===== config.mk =====
export PLATFORM = sky130hd
export DESIGN_NAME = envelope_sequencer_flat
export DESIGN_NICKNAME = d
export VERILOG_FILES = /design/src/rtl/envelope_sequencer_pkg.sv /design/src/rtl/envelope_sequencer_if.sv /design/src/rtl/envelope_sequencer_gain_scaler.sv /design/src/rtl/envelope_sequencer.sv /design/src/flat_wrapper.sv
export SDC_FILE = /design/constraint.sdc
export NUM_CORES = 1
export LEC_CHECK = 0
export CAP_MARGIN = 20
export CORE_MARGIN = 2
export CORE_UTILIZATION = 55
export CTS_BUF_LIST = sky130_fd_sc_hd__clkbuf_8 sky130_fd_sc_hd__clkbuf_16
export DETAILED_ROUTE_END_ITERATION = 8
export GPL_TIMING_DRIVEN = 0
export PLACE_DENSITY = 0.85
export SLEW_MARGIN = 30
export SYNTH_ARGS = -nofsm -noshare
export SYNTH_HDL_FRONTEND = slang
export SYNTH_SLANG_ARGS = --single-unit
export TNS_END_PERCENT = 1

===== constraint.sdc =====
create_clock -name clk -period 12.6 [get_ports clk]
set_input_delay 1.26 -clock clk [delete_from_list [all_inputs] [get_ports clk]]
set_output_delay 1.26 -clock clk [all_outputs]
set_load 0.1 [all_outputs]

===== src/rtl/envelope_sequencer_pkg.sv =====
// ----------------------------------------------------------------------------
// dyn_pkg
//   Shared types and constants for the envelope sequencer voice path.
//   env_state_t : envelope FSM states
//   GAIN_W      : width of the eighths gain code (0..8)
//   GAIN_MAX    : full-scale gain code (8/8 = unity)
//   HOLD_STEPS  : number of step ticks spent at full gain
//   decay_dwell : step ticks a decay level g is held before dropping to g-1
// ----------------------------------------------------------------------------
package dyn_pkg;

    typedef enum logic [2:0] {
        IDLE,
        ATTACK,
        HOLD,
        DECAY,
        DONE
    } env_state_t;

    localparam int unsigned GAIN_W     = 4;
    localparam logic [3:0]  GAIN_MAX   = 4'd8;
    localparam logic [3:0]  HOLD_STEPS = 4'd8;

    // Lower decay levels linger longer: level g lasts (8 - g) step ticks.
    function automatic logic [GAIN_W-1:0] decay_dwell(input logic [GAIN_W-1:0] g);
        return GAIN_MAX - g;
    endfunction

endpackage


===== src/rtl/envelope_sequencer_if.sv =====
// ----------------------------------------------------------------------------
// envelope_sequencer_if
//   Bundles the note-player and codec sample-path signals of one voice.
//   note_start         : one-cycle pulse, start an envelope
//   note_duration[5:0] : note length code, sampled with an accepted start
//   beat               : one-cycle timebase tick
//   sample_in[15:0]    : signed codec sample
//   new_sample_ready   : sample_in valid this cycle
//   final_sample[15:0] : signed gain-scaled sample (registered)
//   final_sample_valid : one-cycle pulse one cycle after new_sample_ready
//   gain[3:0]          : current gain code 0..8
//   busy               : envelope in ATTACK/HOLD/DECAY
//   done_with_note     : one-cycle pulse at envelope end
//   master : note player / codec side; slave : envelope_sequencer
// ----------------------------------------------------------------------------
interface envelope_sequencer_if;

    logic        note_start;
    logic [5:0]  note_duration;
    logic        beat;
    logic [15:0] sample_in;
    logic        new_sample_ready;
    logic [15:0] final_sample;
    logic        final_sample_valid;
    logic [3:0]  gain;
    logic        busy;
    logic        done_with_note;

    modport master (
        output note_start, note_duration, beat, sample_in, new_sample_ready,
        input  final_sample, final_sample_valid, gain, busy, done_with_note
    );

    modport slave (
        input  note_start, note_duration, beat, sample_in, new_sample_ready,
        output final_sample, final_sample_valid, gain, busy, done_with_note
    );

endinterface


===== src/rtl/envelope_sequencer_gain_scaler.sv =====
// ----------------------------------------------------------------------------
// gain_scaler
//   Combinational sample * gain / 8 with arithmetic (floor) rounding.
//   sample_i[15:0] : signed input sample
//   gain_i[3:0]    : gain code 0..8 in eighths
//   scaled_o[15:0] : signed (sample_i * gain_i) >>> 3
// ----------------------------------------------------------------------------
module gain_scaler (
    input  logic signed [15:0] sample_i,
    input  logic        [3:0]  gain_i,
    output logic signed [15:0] scaled_o
);

    logic signed [19:0] sample_ext;
    logic signed [19:0] gain_ext;
    logic signed [19:0] product;
    logic               unused_product_bits;

    assign sample_ext = 20'(sample_i);
    assign gain_ext   = signed'({16'd0, gain_i});
    assign product    = sample_ext * gain_ext;

    // With gain <= 8 the product shifted right by 3 always fits in 16 bits,
    // so the top bit is pure sign extension and can be dropped.
    assign scaled_o            = product[18:3];
    assign unused_product_bits = ^{product[19], product[2:0]};

endmodule


===== src/rtl/envelope_sequencer.sv =====
// ----------------------------------------------------------------------------
// envelope_sequencer
//   Per-note amplitude envelope for one voice: attack -> hold -> decay -> done.
//   Gain rises 1..8 one step per step tick, holds at 8 for 8 step ticks, then
//   decays 7..1 with level g held (8-g) step ticks. A step tick is every
//   L = note_duration << STEP_SHIFT beats. The gain is applied to each new
//   sample and the scaled sample is registered.
//
//   Parameters : STEP_SHIFT - step length scaling, counter width 6+STEP_SHIFT
//   Ports      : clk   - system clock
//                reset - synchronous, active-high
//                bus   - envelope_sequencer_if.slave (note/sample signals)
//   Macro      : ENV_RETRIGGER_EN - when defined, note_start while busy or in
//                DONE restarts the envelope; otherwise starts are honoured
//                only in IDLE.
// ----------------------------------------------------------------------------
module envelope_sequencer
    import dyn_pkg::*;
#(
    parameter int unsigned STEP_SHIFT = 0
) (
    input  logic                 clk,
    input  logic                 reset,
    envelope_sequencer_if.slave  bus
);

    localparam int unsigned     CW      = 6 + STEP_SHIFT;
    localparam logic [CW-1:0]   CNT_ONE = CW'(1);

    env_state_t          state_q;
    logic [GAIN_W-1:0]   gain_q;
    logic                busy_q;
    logic                done_q;
    logic [15:0]         final_q;
    logic                valid_q;
    logic [CW-1:0]       step_cnt_q;
    logic [CW-1:0]       len_q;
    logic [GAIN_W-1:0]   dwell_q;

    logic [CW-1:0]       len_d;
    logic signed [15:0]  scaled_d;
    logic                running;
    logic                step_tick;
    logic                accept;

    gain_scaler u_gain_scaler (
        .sample_i (signed'(bus.sample_in)),
        .gain_i   (gain_q),
        .scaled_o (scaled_d)
    );

    assign len_d   = CW'(bus.note_duration) << STEP_SHIFT;
    assign running = (state_q == ATTACK) || (state_q == HOLD) || (state_q == DECAY);

    // len_q is never zero while running: a zero length goes straight to DONE.
    assign step_tick = bus.beat && running && (step_cnt_q == len_q - CNT_ONE);

`ifdef ENV_RETRIGGER_EN
    assign accept = bus.note_start;
`else
    assign accept = bus.note_start && (state_q == IDLE);
`endif

    always_ff @(posedge clk) begin
        if (reset) begin
            state_q    <= IDLE;
            gain_q     <= '0;
            busy_q     <= 1'b0;
            done_q     <= 1'b0;
            final_q    <= '0;
            valid_q    <= 1'b0;
            step_cnt_q <= '0;
            len_q      <= '0;
            dwell_q    <= '0;
        end else begin
            valid_q <= bus.new_sample_ready;
            if (bus.new_sample_ready) begin
                final_q <= scaled_d;
            end

            done_q <= 1'b0;

            // An accepted start takes priority over any beat in the same cycle,
            // so that beat is dropped rather than counted.
            if (accept) begin
                len_q      <= len_d;
                step_cnt_q <= '0;
                dwell_q    <= '0;
                if (len_d == '0) begin
                    state_q <= DONE;
                    gain_q  <= '0;
                    busy_q  <= 1'b0;
                    done_q  <= 1'b1;
                end else begin
                    state_q <= ATTACK;
                    gain_q  <= GAIN_W'(1);
                    busy_q  <= 1'b1;
                end
            end else begin
                case (state_q)
                    IDLE: begin
                    end

                    ATTACK, HOLD, DECAY: begin
                        if (bus.beat) begin
                            step_cnt_q <= step_tick ? '0 : step_cnt_q + CNT_ONE;
                        end
                        if (step_tick) begin
                            if (state_q == ATTACK) begin
                                if (gain_q == GAIN_MAX - 4'd1) begin
                                    state_q <= HOLD;
                                    gain_q  <= GAIN_MAX;
                                    dwell_q <= '0;
                                end else begin
                                    gain_q <= gain_q + 4'd1;
                                end
                            end else if (state_q == HOLD) begin
                                if (dwell_q == HOLD_STEPS - 4'd1) begin
                                    state_q <= DECAY;
                                    gain_q  <= GAIN_MAX - 4'd1;
                                    dwell_q <= '0;
                                end else begin
                                    dwell_q <= dwell_q + 4'd1;
                                end
                            end else begin
                                if (dwell_q == decay_dwell(gain_q) - 4'd1) begin
                                    dwell_q <= '0;
                                    if (gain_q == 4'd1) begin
                                        state_q <= DONE;
                                        gain_q  <= '0;
                                        busy_q  <= 1'b0;
                                        done_q  <= 1'b1;
                                    end else begin
                                        gain_q <= gain_q - 4'd1;
                                    end
                                end else begin
                                    dwell_q <= dwell_q + 4'd1;
                                end
                            end
                        end
                    end

                    DONE: begin
                        state_q <= IDLE;
                    end

                    default: begin
                        state_q <= IDLE;
                        gain_q  <= '0;
                        busy_q  <= 1'b0;
                    end
                endcase
            end
        end
    end

    assign bus.final_sample       = final_q;
    assign bus.final_sample_valid = valid_q;
    assign bus.gain               = gain_q;
    assign bus.busy               = busy_q;
    assign bus.done_with_note     = done_q;

endmodule


===== src/flat_wrapper.sv =====
// flat-port wrapper written by rule: the top's interface ports become plain ports
module envelope_sequencer_flat import dyn_pkg::*;
#(
    parameter int unsigned STEP_SHIFT = 0
)
  (clk, reset, bus_note_start, bus_note_duration, bus_beat, bus_sample_in, bus_new_sample_ready, bus_final_sample, bus_final_sample_valid, bus_gain, bus_busy, bus_done_with_note);
  envelope_sequencer_if bus_i ();
  input  logic clk;
  input  logic reset;
  input wire logic [$bits(bus_i.note_start)-1:0] bus_note_start;
  input wire logic [$bits(bus_i.note_duration)-1:0] bus_note_duration;
  input wire logic [$bits(bus_i.beat)-1:0] bus_beat;
  input wire logic [$bits(bus_i.sample_in)-1:0] bus_sample_in;
  input wire logic [$bits(bus_i.new_sample_ready)-1:0] bus_new_sample_ready;
  output wire logic [$bits(bus_i.final_sample)-1:0] bus_final_sample;
  output wire logic [$bits(bus_i.final_sample_valid)-1:0] bus_final_sample_valid;
  output wire logic [$bits(bus_i.gain)-1:0] bus_gain;
  output wire logic [$bits(bus_i.busy)-1:0] bus_busy;
  output wire logic [$bits(bus_i.done_with_note)-1:0] bus_done_with_note;
  assign bus_i.note_start = bus_note_start;
  assign bus_i.note_duration = bus_note_duration;
  assign bus_i.beat = bus_beat;
  assign bus_i.sample_in = bus_sample_in;
  assign bus_i.new_sample_ready = bus_new_sample_ready;
  assign bus_final_sample = bus_i.final_sample;
  assign bus_final_sample_valid = bus_i.final_sample_valid;
  assign bus_gain = bus_i.gain;
  assign bus_busy = bus_i.busy;
  assign bus_done_with_note = bus_i.done_with_note;
  envelope_sequencer #(.STEP_SHIFT(STEP_SHIFT)) u_core (.clk(clk), .reset(reset), .bus(bus_i));
endmodule

==> reports/qor.yml <==
outcome:
  status: "finished, final reports clean"
sta:
  max_freq_mhz: 202
  maxSlewHeadroom: 0.342
  tightest_slew_ns: 0.984
  finalSetupTns_ns: 0
  rsz0062_at_grt: "no"
  skew_ns: 0.00892
  hold_viol_final: 0
  slew_violations: 0
  fin_crit_ns: 4.95
  setup_viol: 0
  finalCritPeriodShare: 0.393
placed_design:
  placement.io_buffers: 49
  post-dp-hpwl_mm: 8.80
  place_inst: 712
  dpl_cell_area_um2: 5160
  globalplace.congestion: 0.928
clocking:
  htreeDepth: 2
  cts_buffer_depth: 2
  clock_latency_ns: 0.30
  cts.clk_slew.worst_paths_ns: 0.09
  postCtsSetupBuffers: 0
  cts_resized: 0
  root_buffer: "clkbuf_8"
  numCtsBuffers: 5
  tritoncts: "yes"
  cts_hold_buf: 0
  clock-sinks: 42
grt:
  antenna_found_initial: 0
  grt_pass1_vias: 4078
  grt_max_degree: 14
  overflow: 0
  grt_pass1_wl_mm: 18.1
  grtUsageTotal: 0.250
synth:
  ys_seq_area_frac: 0.185
  synth_top_family_by_area: "simple AND/OR/NAND/NOR gates"
  synth_top_cell_by_area: "dfxtp_1"
  synth_edf_count: 0
  synth_seq_cells: 42
  synthMuxAreaShare: 0.0187
  syn_nets: 654
  synth_compound_area_frac: 0.170
  synth_area_per_cell_um2: 8.14
  synth_top_cells_by_area: "dfxtp_1, fa_1, ha_1"
  ys.warnings.count: 0
  async_flop_share: 0
  synth_cell_types: 74
  synthXorXnorAreaFrac: 0.0576
  synth_top_area_share: 0.185
  synthFlopType: "dfxtp_1"
  synth_fa_ha_area_frac: 0.240
  syn_area_um2: 4540
  synthCells: 558
  synthSimpleGateAreaFrac: 0.257
power_and_ir_drop:
  p_sw_uw: 173
  power.leakage_nw: 2.38
  p_seq_frac: 0.341
  p_sw_frac: 0.398
  p_comb_frac: 0.414
  intPower_uw: 262
  peakVddDrop_uv: 45.3
  pwr-share-clk: 0.245
  power_density_nw_per_um2: 82.4
critical_path:
  cp-end-kind: "register"
  critical_path_required_ns: 12.83
  reg2reg_from: "u_core.bus.gain[3]"
  setup.worst_path.start: "bus_sample_in[3]"
  cp_max_fo: 5
  worstSetupStartpointType: "input port"
  crit_type: "in -> reg"
  crit_path_cell_trace: "clkdlybuf4s50_1 > and2_1 > ha_1 > fa_1 > inv_1 > fa_1 > inv_1 > ha_1 > a21o_1 > a21oi_1 > a21boi_0 > or2_2 > a2111o_1 > o221ai_1"
  rr_worst_depth: 15
  critPathSlowestCell: "fa_1"
  critPathMaxStageDelay_ns: 0.54
  arrival_ns: 5.18
layout:
  fin_util: 0.651
  final_cell_area_um2: 5270
  regArea_um2: 841
  stdcell_count: 720
  antenna_cells: 0
  layout_commonest_cell: "inv_1"
  final_cell_mix: "inv_1, nand2_1, and2_1"
  final_layout_size_suffix_gt1_frac: 0.0488
  fillers: 715
  final_nets: 710
  syn2layout_area_growth_pct: 16.1
  multi_input_area_um2: 3370
floorplan:
  dieArea_um2: 9000
  fp.dieH_um: 94.9
  core_um2: 8090
  io_pins: 50
  core.rowCount: 33
  start_util: 0.561
  die_w_um: 94.9
route:
  drc: 0
  drtPass1Iterations: 6
  num_vias: 4106
  drtIter0Drc: 267
  avgViaCountPerCell: 5.70
  wirelength_mm: 10.8
  routedWlPerCell_um: 15.0
  drtAntennaViolNets: 0
min_path:
  holdPathStages: 2
  min_path_type: "reg -> reg"
  min_from: "u_core.len_q[5]"
flow_run:
  max_cap_violations: 0
[synthesized netlist by cell type, drive strengths merged, types with 4 or more instances]
| cell type | n |
|---|---|
| and2 | 52 |
| a21o | 5 |
| o211ai | 4 |
| buf | 9 |
| o22ai | 5 |
| ha | 39 |
| nand2 | 57 |
| inv | 60 |
| clkbuf | 14 |
| dfxtp | 42 |
| a21oi | 33 |
| o21a | 7 |
| o21ai | 16 |
| nor3b | 6 |
| nand4b | 6 |
| or3 | 5 |
| nor3 | 6 |
| xor2 | 16 |
| nand3 | 12 |
| fa | 30 |
| xnor2 | 13 |
| mux2i | 7 |
| nor2 | 37 |
| nand2b | 13 |
[state kept, by name, indices dropped and copies added, names as in the netlist]
| name | flops |
|---|---|
| u_core.dwell_q | 4 |
| u_core.step_cnt_q | 6 |
| u_core.state_q | 3 |
| u_core.bus.final_sample | 16 |
| u_core.len_q | 6 |
| u_core.bus.gain | 4 |
| u_core.bus.done_with_note | 1 |
| u_core.bus.final_sample_valid | 1 |
| u_core.bus.busy | 1 |
[power groups by stage]
stage                     logic (mW)  clock network (mW)  registers, mW
final                          0.180               0.106          0.148
after global routing           0.197               0.112          0.149
after CTS                      0.179               0.107          0.148
after detailed placement       0.178                   0          0.151
after global placement         0.173                   0          0.151
after floorplan               0.0963                   0          0.186
[layout make-up]
class / instances / area share
clock buffer: 5 / 0.0131
inverter: 61 / 0.0434
multi-input combinational: 432 / 0.640
buffer: 23 / 0.0185
tap: 105 / 0.0249
sequential: 42 / 0.160
clock inverter: 3 / 0.00783
timing repair buffer: 49 / 0.0930
[logic make-up after synthesis]
group | count (synthesis)
DFF | 42
and+or+nand+nor | 216
AOI/OAI and AO/OA | 110
muxes | 8
xor gates and xnor gates | 29
buffers and inverters | 84
adders and majority gates | 69
[path summary, 6_finish.rpt]
path                                       to  slack, ns
hold / removal                u_core.len_q[5]       0.48
setup reg to reg  u_core.bus.final_sample[15]       7.95
hold reg to reg               u_core.len_q[5]       0.48
setup / recovery  u_core.bus.final_sample[15]       7.65
[per-layer routing]
layer	up-vias	wire (um)	GRT usage
met1	1935	4640	0.307
met5	-	0	0
met4	0	327	0.112
met2	135	5370	0.445
met3	28	492	0.0192
li1	2008	-	-
[worst max-delay path: cells and delay by family]
kind                     cells  cell delay (ns)
AO/OA/AOI/OAI                5             1.09
buffers and inverters        3             0.56
adder cells (fa/ha/maj)      4             1.72
AND/OR/NAND/NOR              2             0.52
[stage by stage]
step	worst slack, ns	power, mW	hold WS, ns
2_1_floorplan	7.90	0.282	0.448
3_3_place_gp	7.41	0.324	0.457
3_5_place_dp	7.37	0.330	0.467
4_1_cts	7.67	0.435	0.481
5_1_grt	7.54	0.457	0.503
6_report	7.65	0.435	0.476
No activity file was read; power rests on OpenSTA's default activity.
